### src/rtl/cp0_exc_sequencer.sv
// cp0_exc_sequencer
//   Sits between the commit stage and the CP0 register file. It picks one
//   event per cycle (exception, interrupt, ERET or MTC0) and owns the single
//   CP0 write port. Exceptions become a short sequence of writes: EPC, Cause,
//   optionally BadVAddr, then Status, followed by a one-cycle PC redirect.
//   Younger pipeline stages are flushed from the capture cycle through the
//   redirect.
//
//   Optional build macro: CP0_INT_SYNC_EN
//     defined   : hw_int goes through a two-flop synchroniser (2-cycle latency)
//     undefined : hw_int goes through a single register stage (1-cycle latency)
//
//   Cause and Status write values are built from cause_in/status_in as they
//   are in the capture cycle, so the sequence is self-consistent even if
//   those inputs move while the writes are in flight.
module cp0_exc_sequencer #(
  parameter int unsigned      WIDTH      = 32,
  parameter logic [WIDTH-1:0] EXC_VECTOR = 32'hBFC00380
) (
  input  logic             clk,
  input  logic             rst,
  input  logic             exc_valid,
  input  logic [4:0]       exc_code,
  input  logic [WIDTH-1:0] exc_pc,
  input  logic             exc_bd,
  input  logic [WIDTH-1:0] exc_badvaddr,
  input  logic             eret_valid,
  input  logic             commit_valid,
  input  logic [WIDTH-1:0] commit_pc,
  input  logic             commit_bd,
  input  logic [5:0]       hw_int,
  input  logic [WIDTH-1:0] status_in,
  input  logic [WIDTH-1:0] cause_in,
  input  logic [WIDTH-1:0] epc_in,
  input  logic             mtc0_valid,
  input  logic [4:0]       mtc0_addr,
  input  logic [WIDTH-1:0] mtc0_data,
  output logic             mtc0_ready,
  output logic [31:0]      cp0_we,
  output logic             cp0_gwe,
  output logic [4:0]       cp0_waddr,
  output logic [WIDTH-1:0] cp0_wdata,
  output logic             flush,
  output logic             redirect_valid,
  output logic [WIDTH-1:0] redirect_pc,
  output logic             busy
);

  localparam logic [4:0] REG_BADV   = 5'd8;
  localparam logic [4:0] REG_STATUS = 5'd12;
  localparam logic [4:0] REG_CAUSE  = 5'd13;
  localparam logic [4:0] REG_EPC    = 5'd14;

  typedef enum logic [2:0] {
    S_IDLE      = 3'd0,
    S_WR_EPC    = 3'd1,
    S_WR_CAUSE  = 3'd2,
    S_WR_BADV   = 3'd3,
    S_WR_STATUS = 3'd4,
    S_REDIRECT  = 3'd5,
    S_MTC0      = 3'd6
  } state_e;

  state_e state_q, state_d;

  // Control flops (reset)
  logic             has_badv_q, has_badv_d;
  logic [5:0]       hw_sync_q, hw_sync_d;

  // Captured data (no reset; only read in states entered after a capture)
  logic [WIDTH-1:0] epc_val_q, epc_val_d;
  logic [WIDTH-1:0] cause_val_q, cause_val_d;
  logic [WIDTH-1:0] badv_q, badv_d;
  logic [WIDTH-1:0] status_val_q, status_val_d;
  logic [WIDTH-1:0] target_q, target_d;
  logic [4:0]       mtc0_waddr_q, mtc0_waddr_d;
  logic [WIDTH-1:0] mtc0_wdata_q, mtc0_wdata_d;

  // Capture-cycle selection between the exception and the interrupt source
  logic [4:0]       cap_code;
  logic [WIDTH-1:0] cap_pc;
  logic             cap_bd;
  logic [7:0]       ip;
  logic             int_pend;
  logic             take_exc;

  // Only these Cause fields feed the new Cause value
  logic unused_cause_bits;
  assign unused_cause_bits = ^{cause_in[31], cause_in[15:10], cause_in[7:0]};

  function automatic logic [31:0] reg_bit(input logic [4:0] addr);
    reg_bit = 32'd1 << addr;
  endfunction

`ifdef CP0_INT_SYNC_EN
  logic [5:0] hw_meta_q, hw_meta_d;

  // Two-flop synchroniser input path for the external interrupt lines
  always_comb begin
    hw_meta_d = hw_int;
    hw_sync_d = hw_meta_q;
  end

  // Synchroniser flops, cleared by reset
  always_ff @(posedge clk or posedge rst) begin
    if (rst) begin
      hw_meta_q <= '0;
      hw_sync_q <= '0;
    end else begin
      hw_meta_q <= hw_meta_d;
      hw_sync_q <= hw_sync_d;
    end
  end
`else
  // Single register stage on the external interrupt lines
  always_comb begin
    hw_sync_d = hw_int;
  end

  // Interrupt register, cleared by reset
  always_ff @(posedge clk or posedge rst) begin
    if (rst) begin
      hw_sync_q <= '0;
    end else begin
      hw_sync_q <= hw_sync_d;
    end
  end
`endif

  assign ip       = {hw_sync_q, cause_in[9:8]};
  assign int_pend = status_in[0] & ~status_in[1] & (|(ip & status_in[15:8]));
  assign take_exc = exc_valid | (int_pend & commit_valid);
  assign busy     = (state_q != S_IDLE);

  // Exception source wins over the interrupt; interrupts report code 0
  always_comb begin
    cap_code = exc_code;
    cap_pc   = exc_pc;
    cap_bd   = exc_bd;
    if (!exc_valid) begin
      cap_code = 5'd0;
      cap_pc   = commit_pc;
      cap_bd   = commit_bd;
    end
  end

  // Arbitration, capture, next state and CP0 write-port outputs
  always_comb begin
    state_d        = state_q;
    has_badv_d     = has_badv_q;
    epc_val_d      = epc_val_q;
    cause_val_d    = cause_val_q;
    badv_d         = badv_q;
    status_val_d   = status_val_q;
    target_d       = target_q;
    mtc0_waddr_d   = mtc0_waddr_q;
    mtc0_wdata_d   = mtc0_wdata_q;
    mtc0_ready     = 1'b0;
    cp0_we         = '0;
    cp0_gwe        = 1'b0;
    cp0_waddr      = '0;
    cp0_wdata      = '0;
    flush          = 1'b0;
    redirect_valid = 1'b0;
    redirect_pc    = '0;

    case (state_q)
      S_IDLE: begin
        // Reset gates the combinational capture outputs as well
        if (!rst) begin
          if (take_exc) begin
            flush        = 1'b1;
            epc_val_d    = cap_bd ? (cap_pc - WIDTH'(4)) : cap_pc;
            cause_val_d  = {cap_bd, cause_in[30:16], hw_sync_q, cause_in[9:8],
                            1'b0, cap_code, 2'b00};
            badv_d       = exc_badvaddr;
            has_badv_d   = (cap_code == 5'd4) || (cap_code == 5'd5);
            status_val_d = status_in | WIDTH'(2);
            target_d     = EXC_VECTOR;
            // A nested exception (EXL already set) keeps the original EPC
            state_d      = status_in[1] ? S_WR_CAUSE : S_WR_EPC;
          end else if (eret_valid) begin
            flush        = 1'b1;
            has_badv_d   = 1'b0;
            status_val_d = status_in & ~WIDTH'(2);
            target_d     = epc_in;
            state_d      = S_WR_STATUS;
          end else if (mtc0_valid) begin
            mtc0_ready   = 1'b1;
            mtc0_waddr_d = mtc0_addr;
            mtc0_wdata_d = mtc0_data;
            state_d      = S_MTC0;
          end
        end
      end
      S_WR_EPC: begin
        flush     = 1'b1;
        cp0_we    = reg_bit(REG_EPC);
        cp0_waddr = REG_EPC;
        cp0_wdata = epc_val_q;
        state_d   = S_WR_CAUSE;
      end
      S_WR_CAUSE: begin
        flush     = 1'b1;
        cp0_we    = reg_bit(REG_CAUSE);
        cp0_waddr = REG_CAUSE;
        cp0_wdata = cause_val_q;
        state_d   = has_badv_q ? S_WR_BADV : S_WR_STATUS;
      end
      S_WR_BADV: begin
        flush     = 1'b1;
        cp0_we    = reg_bit(REG_BADV);
        cp0_waddr = REG_BADV;
        cp0_wdata = badv_q;
        state_d   = S_WR_STATUS;
      end
      S_WR_STATUS: begin
        flush     = 1'b1;
        cp0_we    = reg_bit(REG_STATUS);
        cp0_waddr = REG_STATUS;
        cp0_wdata = status_val_q;
        state_d   = S_REDIRECT;
      end
      S_REDIRECT: begin
        flush          = 1'b1;
        redirect_valid = 1'b1;
        redirect_pc    = target_q;
        state_d        = S_IDLE;
      end
      S_MTC0: begin
        cp0_gwe   = 1'b1;
        cp0_waddr = mtc0_waddr_q;
        cp0_wdata = mtc0_wdata_q;
        state_d   = S_IDLE;
      end
      default: begin
        state_d = S_IDLE;
      end
    endcase
  end

  // Control state register with asynchronous reset
  always_ff @(posedge clk or posedge rst) begin
    if (rst) begin
      state_q    <= S_IDLE;
      has_badv_q <= 1'b0;
    end else begin
      state_q    <= state_d;
      has_badv_q <= has_badv_d;
    end
  end

  // Captured write values and redirect target
  always_ff @(posedge clk) begin
    epc_val_q    <= epc_val_d;
    cause_val_q  <= cause_val_d;
    badv_q       <= badv_d;
    status_val_q <= status_val_d;
    target_q     <= target_d;
    mtc0_waddr_q <= mtc0_waddr_d;
    mtc0_wdata_q <= mtc0_wdata_d;
  end

endmodule

### config.mk
export PLATFORM = sky130hd
export DESIGN_NAME = cp0_exc_sequencer
export DESIGN_NICKNAME = d
export VERILOG_FILES = /design/src/rtl/cp0_exc_sequencer.sv
export SDC_FILE = /design/constraint.sdc
export NUM_CORES = 1
export LEC_CHECK = 0
export BUFFER_PORTS_ARGS = -buffer_cell sky130_fd_sc_hd__buf_2
export CAP_MARGIN = 20
export CORE_MARGIN = 4
export CORE_UTILIZATION = 45
export DETAILED_ROUTE_END_ITERATION = 7
export PLACE_DENSITY_LB_ADDON = 0.2
export RECOVER_POWER = 25
export SETUP_SLACK_MARGIN = 0.1
export SLEW_MARGIN = 20
export SYNTH_ARGS = -nofsm -noshare
export SYNTH_HDL_FRONTEND = slang
export SYNTH_SLANG_ARGS = --single-unit
### constraint.sdc
create_clock -name clk -period 7.5 [get_ports clk]
set_input_delay 0.375 -clock clk [delete_from_list [all_inputs] [get_ports clk]]
set_output_delay 0.375 -clock clk [all_outputs]
set_load 0.005 [all_outputs]
==> flow_metrics.tcl, run 1 <==
set metrics [dict create \
    route.detailed.drc 0 \
    seqPwrFrac_pct 40.9 \
    grtUsageMet2_pct 36.5 \
    finalHoldViolations 0 \
    p_switching_mw 1.11 \
    viasPerCell 5.22 \
    clock_power_share_pct 29.1 \
    numClockSinks 204 \
    postPlaceCellArea_um2 11200 \
    layout_common_cells "296 x buf_2, 194 x edfxtp_1, 87 x mux2i_1" \
    cp.required_ns 7.12 \
    finClkSkew_ns 0.0162 \
    core-area_um2 20500 \
    grt_max_degree 79 \
    syn_inst 721 \
    chipWidth_um 153 \
    status "finished clean" \
    initial_utilization_pct 46.4 \
    final_common_cell "buf_2" \
    tns_ns 0 \
    rsz0062_at_grt "no" \
    routabilityCongestion 0.858 \
    r2r_setup_slack_ns 4.13 \
    cts_tree "yes" \
    setup_slack_ns 4.00 \
    ant_nets 0 \
    ys_warn_count 0 \
    postCtsHoldBufs 7 \
    numPortBuffers 310 \
    area_growth_pct 26.1 \
    grt_overflow_total 0 \
    fp.dieH_um 153 \
    synthArstFlopShare_pct 4.90 \
    row_count 52 \
    use_met3_pct 4.55 \
    slew_headroom_pct 30.5 \
    drtPass1Iterations 4 \
    p_leak_nw 4.80 \
    ys_seq_area_share_pct 63.8 \
    ys_ff_latch 204 \
    power_density_nw_per_um2 297 \
    htreeDepth 1 \
    grt_pass1_vias 6820 \
    root_buffer "clkbuf_16" \
    grt_usage_pct 21.5 \
    vias 6924 \
    wl_per_cell_um 20.2 \
    startpoint_type "register" \
    comb_power_share_pct 30.1 \
    end_kind "output port" \
    grt_use_met1_pct 28.4 \
    grt_pass1_wl_um 39600 \
    antenna_found_initial 8 \
    worstSetupPathType "reg2out" \
    hp-class "in2reg" \
    ios 354 \
    setup_viol 0 \
    cts-resized-gates 0 \
    irDropWorstVdd_uv 134 \
    synthFlopType "edfxtp_1" \
    die_area_um2 23500 \
    nets 1287 \
    clk_path_buf_depth 3 \
    drv_slew 0 \
    pre_cts_slack_ns 3.56 \
    min_period_over_period_pct 46.7 \
    cts_buffers 22 \
    max_cap_violations 0 \
    power.internal_mw 2.46 \
    synth-edff-count 194 \
    critPathMaxFanout 38 \
    drt_iter0_markers 386 \
    switching_share_pct 31.1 \
    stdcell_area_um2 12000 \
    hpwl_um 19500 \
    tightest_slew_ns 1.04 \
    ys_types 57 \
    fin_crit_ns 3.50 \
    syn-cell-area_um2 9520 \
    clock_latency_ns 0.50 \
    top_usage_layer "met2" \
    post_cts_buffers 0 \
    routed_wl_um 26800 \
    cp_data_arrival_time_ns 3.13 \
    path_clk_slew_ns 0.06 \
    drive_gt1_share_pct 33.5 \
    synth.avg_cell_area_um2 13.2 \
    max_clock_freq_ghz 0.286 \
]
## worst paths after layout
| kind | startpoint | endpoint | cells past startpoint |
|---|---|---|---|
| worst min-delay path | cause_in[16] | cause_val_q[16]$_DFFE_PP_ | 1 |
| max in group asynchronous | rst | state_q[1]$_DFFE_PP0P_ | 3 |
| worst max-delay path | state_q[2]$_DFFE_PP0P_ | cp0_wdata[1] | 6 |
| worst min register to register | hw_sync_q[0]$_DFF_PP0_ | cause_val_q[10]$_DFFE_PP_ | 0 |
| min in group asynchronous | rst | has_badv_q$_DFFE_PP0P_ | 3 |
| worst max register to register | state_q[2]$_DFFE_PP0P_ | badv_q[24]$_DFFE_PP_ | 5 |
## per-layer routing
metal / part of all wire [%] / wire length [um] / up-vias
met3: 8.5 / 2270 / 45
met2: 49 / 13200 / 314
met5: 0.20 / 54 / -
met1: 40 / 10700 / 3297
li1: - / - / 3260
met4: 1.9 / 520 / 8
## sequential cells by signal (all words and copies together), names as in the netlist
| register | flops |
|---|---|
| badv_q | 32 |
| epc_val_q | 32 |
| mtc0_wdata_q | 32 |
| status_val_q | 32 |
| target_q | 32 |
| cause_val_q | 29 |
| hw_sync_q | 6 |
| mtc0_waddr_q | 5 |
| state_q | 3 |
| has_badv_q | 1 |
## kinds of logic after synthesis
family	count (synthesis)	synth area share, %
AND/OR/NAND/NOR	214	12.1
AO/OA/AOI/OAI	101	6.76
flip-flops	204	63.8
other	1	0.0394
adder cells (fa/ha/maj)	3	0.394
buffers and inverters	73	4.17
XOR/XNOR	36	3.31
multiplexers	89	9.39
## cell type report
cell class,instances,area (um2)
inverter,9,33.8
tap,270,338
clock buffer,36,644
sequential,204,6080
multi-input combinational,471,3170
antenna,5,12.5
fill,1760,8490
clock inverter,4,42.5
timing repair buffer,328,1690
## cell usage after synthesis, types with 4 or more instances
cell / instances / area [um2]
nor3_1: 24 / 120
buf_4: 28 / 210
buf_2: 8 / 40.0
nand2b_1: 18 / 113
nor3b_1: 4 / 30.0
buf_1: 5 / 18.8
o21ai_0: 6 / 30.0
inv_1: 7 / 26.3
xor2_1: 15 / 131
nor2_1: 62 / 233
and2_1: 59 / 369
xnor2_1: 21 / 184
nand2_1: 19 / 71.3
dfrtp_1: 10 / 250
a21oi_1: 37 / 185
mux2i_1: 87 / 871
clkbuf_1: 22 / 82.6
a22oi_1: 4 / 30.0
edfxtp_1: 194 / 5830
o22ai_1: 33 / 206
## metrics by stage
step	util [%]	hold slack, ns	total power [mW]	cells
2_1_floorplan	-	0.223	2.09	748
3_3_place_gp	54.9	0.434	2.55	1275
4_1_cts	58.6	0.0306	3.60	1322
6_report	58.6	0.0484	3.56	1327
5_1_grt	58.5	0.0297	3.74	1326
3_5_place_dp	54.9	0.435	2.56	1275
## power by group through the flow
| stage | Sequential [mW] | Combinational [mW] | Clock [mW] |
|---|---|---|---|
| 2_1_floorplan | 1.48 | 0.616 | 0 |
| 3_3_place_gp | 1.48 | 1.07 | 0 |
| 3_5_place_dp | 1.48 | 1.08 | 0 |
| 4_1_cts | 1.46 | 1.09 | 1.06 |
| 5_1_grt | 1.47 | 1.17 | 1.10 |
| 6_report | 1.46 | 1.07 | 1.04 |
## critical path, cell delays in order (launching register included)
cell      delay, ns
dfrtp_2        0.34
buf_4          0.55
clkinv_1       0.46
nand2_1        0.51
nor2_1         0.23
a221o_1        0.40
buf_2          0.13
Note: power is estimated with default switching activity, not from simulation.
==> run 2: changes to the inputs <==
clock period = 3.5 ns   (was 7.5 ns; I/O delays follow)
==> flow_metrics.tcl, run 2 (synthesis results as in run 1) <==
set metrics [dict create \
    fin_crit_ns 3.05 \
    drt_iter0_markers 450 \
    grt_pass1_wl_um 44100 \
    startpoint_type "register" \
    diodes 0 \
    row_count 52 \
    hpwl_um 19500 \
    finClkSkew_ns 0.0133 \
    layout_common_cells "285 x buf_2, 194 x edfxtp_1, 165 x dlygate4sd3_1" \
    grt_overflow_total 0 \
    critPathMaxFanout 43 \
    path_clk_slew_ns 0.06 \
    post_cts_buffers 0 \
    grt_max_degree 69 \
    tns_ns 0 \
    numClockSinks 204 \
    stdcell_area_um2 13800 \
    clock_latency_ns 0.51 \
    n_fill_cell 1515 \
    ant_nets 0 \
    end_kind "output port" \
    finalHoldViolations 0 \
    ios 354 \
    setup_viol 0 \
    clk_path_buf_depth 3 \
    routed_wl_um 29400 \
    root_buffer "clkbuf_16" \
    numPortBuffers 310 \
    hold_slack_ns 0.0828 \
    grt_usage_pct 23.9 \
    routabilityCongestion 0.869 \
    initial_utilization_pct 46.4 \
    htreeDepth 1 \
    multi_input_area_um2 3180 \
    fp.dieH_um 153 \
    postPlaceCellArea_um2 11300 \
    rsz0062_at_grt "no" \
    cp_data_arrival_time_ns 2.88 \
    slew_headroom_pct 38.4 \
    area_growth_pct 44.5 \
    hp-class "in2reg" \
    cts_buffers 22 \
    vias 7616 \
    drive_gt1_share_pct 29.8 \
    irDropWorstVdd_uv 334 \
    route.detailed.drc 0 \
    drv_slew 0 \
    worstSetupPathType "reg2out" \
    cts_tree "yes" \
    p_leak_nw 5.54 \
    min_period_over_period_pct 87.2 \
    wl_per_cell_um 19.9 \
    final_common_cell "buf_2" \
    status "finished clean" \
    max_clock_freq_ghz 0.327 \
    regArea_um2 6080 \
    power_density_nw_per_um2 593 \
    antenna_found_initial 0 \
    max_cap_violations 0 \
    chipWidth_um 153 \
    drtPass1Iterations 5 \
    grt_pass1_vias 7728 \
    tightest_slew_ns 0.922 \
    cp.required_ns 3.32 \
    die_area_um2 23500 \
    core-area_um2 20500 \
    nets 1447 \
    viasPerCell 5.14 \
]
==> run 2: repair_timing <==
action / CTS / global route
endpoints found under the setup margin: 0 / 0
resized for setup: 0 / 0
hold endpoints to repair: 172 / 0
hold buffers: 165 / 0
==> run 2: layout make-up <==
type / count / area share, %
clock buffers: 28 / 4.61
multi-input cells: 471 / 23.1
inverters: 9 / 0.282
repair buffers: 488 / 24.2
well taps: 270 / 2.46
clock inverters: 12 / 1.19
flip-flops and latches: 204 / 44.2
==> run 2: per-stage QoR <==
step / power, mW / utilization, % / instances / setup slack (ns)
6_report: 8.15 / 67.1 / 1482 / 0.446
3_3_place_gp: 5.49 / 55.3 / 1277 / 0.800
3_5_place_dp: 5.51 / 55.3 / 1277 / 0.722
4_1_cts: 8.17 / 67.2 / 1482 / 0.406
2_1_floorplan: 4.51 / - / 748 / 0.102
5_1_grt: 8.52 / 67.1 / 1482 / 0.273
==> run 2: final timing paths <==
check | startpoint | end | slack, ns | depth (start not counted)
max in group asynchronous | rst | state_q[1]$_DFFE_PP0P_ | 2.83 | 3
worst max register to register | hw_sync_q[0]$_DFF_PP0_ | mtc0_wdata_q[2]$_DFFE_PP_ | 0.75 | 7
worst min-delay path | commit_pc[20] | epc_val_q[20]$_DFFE_PP_ | 0.08 | 3
worst max-delay path | state_q[1]$_DFFE_PP0P_ | cp0_wdata[0] | 0.45 | 6
min in group asynchronous | rst | state_q[0]$_DFFE_PP0P_ | 0.31 | 3
worst min register to register | hw_sync_q[3]$_DFF_PP0_ | cause_val_q[13]$_DFFE_PP_ | 0.45 | 0
==> run 2: critical path, cell delays in order, from the launching register on <==
cell and delay [ns]:
dfrtp_2 0.36, buf_4 0.55, inv_1 0.54, buf_4 0.37, nor2_1 0.23, a221o_1 0.19, buf_2 0.11
==> run 2: metal layers <==
metal  wire length, um  up-vias  track usage [%]  share of wire, %
li1                  -     3571                -                 -
met1             11300     3591             30.0                38
met2             14800      395             41.7                50
met3              2510       59             4.83               8.5
met4               817        0             7.53               2.8
met5                 0        -                0                 0
==> run 2: where the power goes <==
group,internal [mW],switching [mW]
clock network,1.57,0.943
registers,3.04,0.0828
logic,1.03,1.47
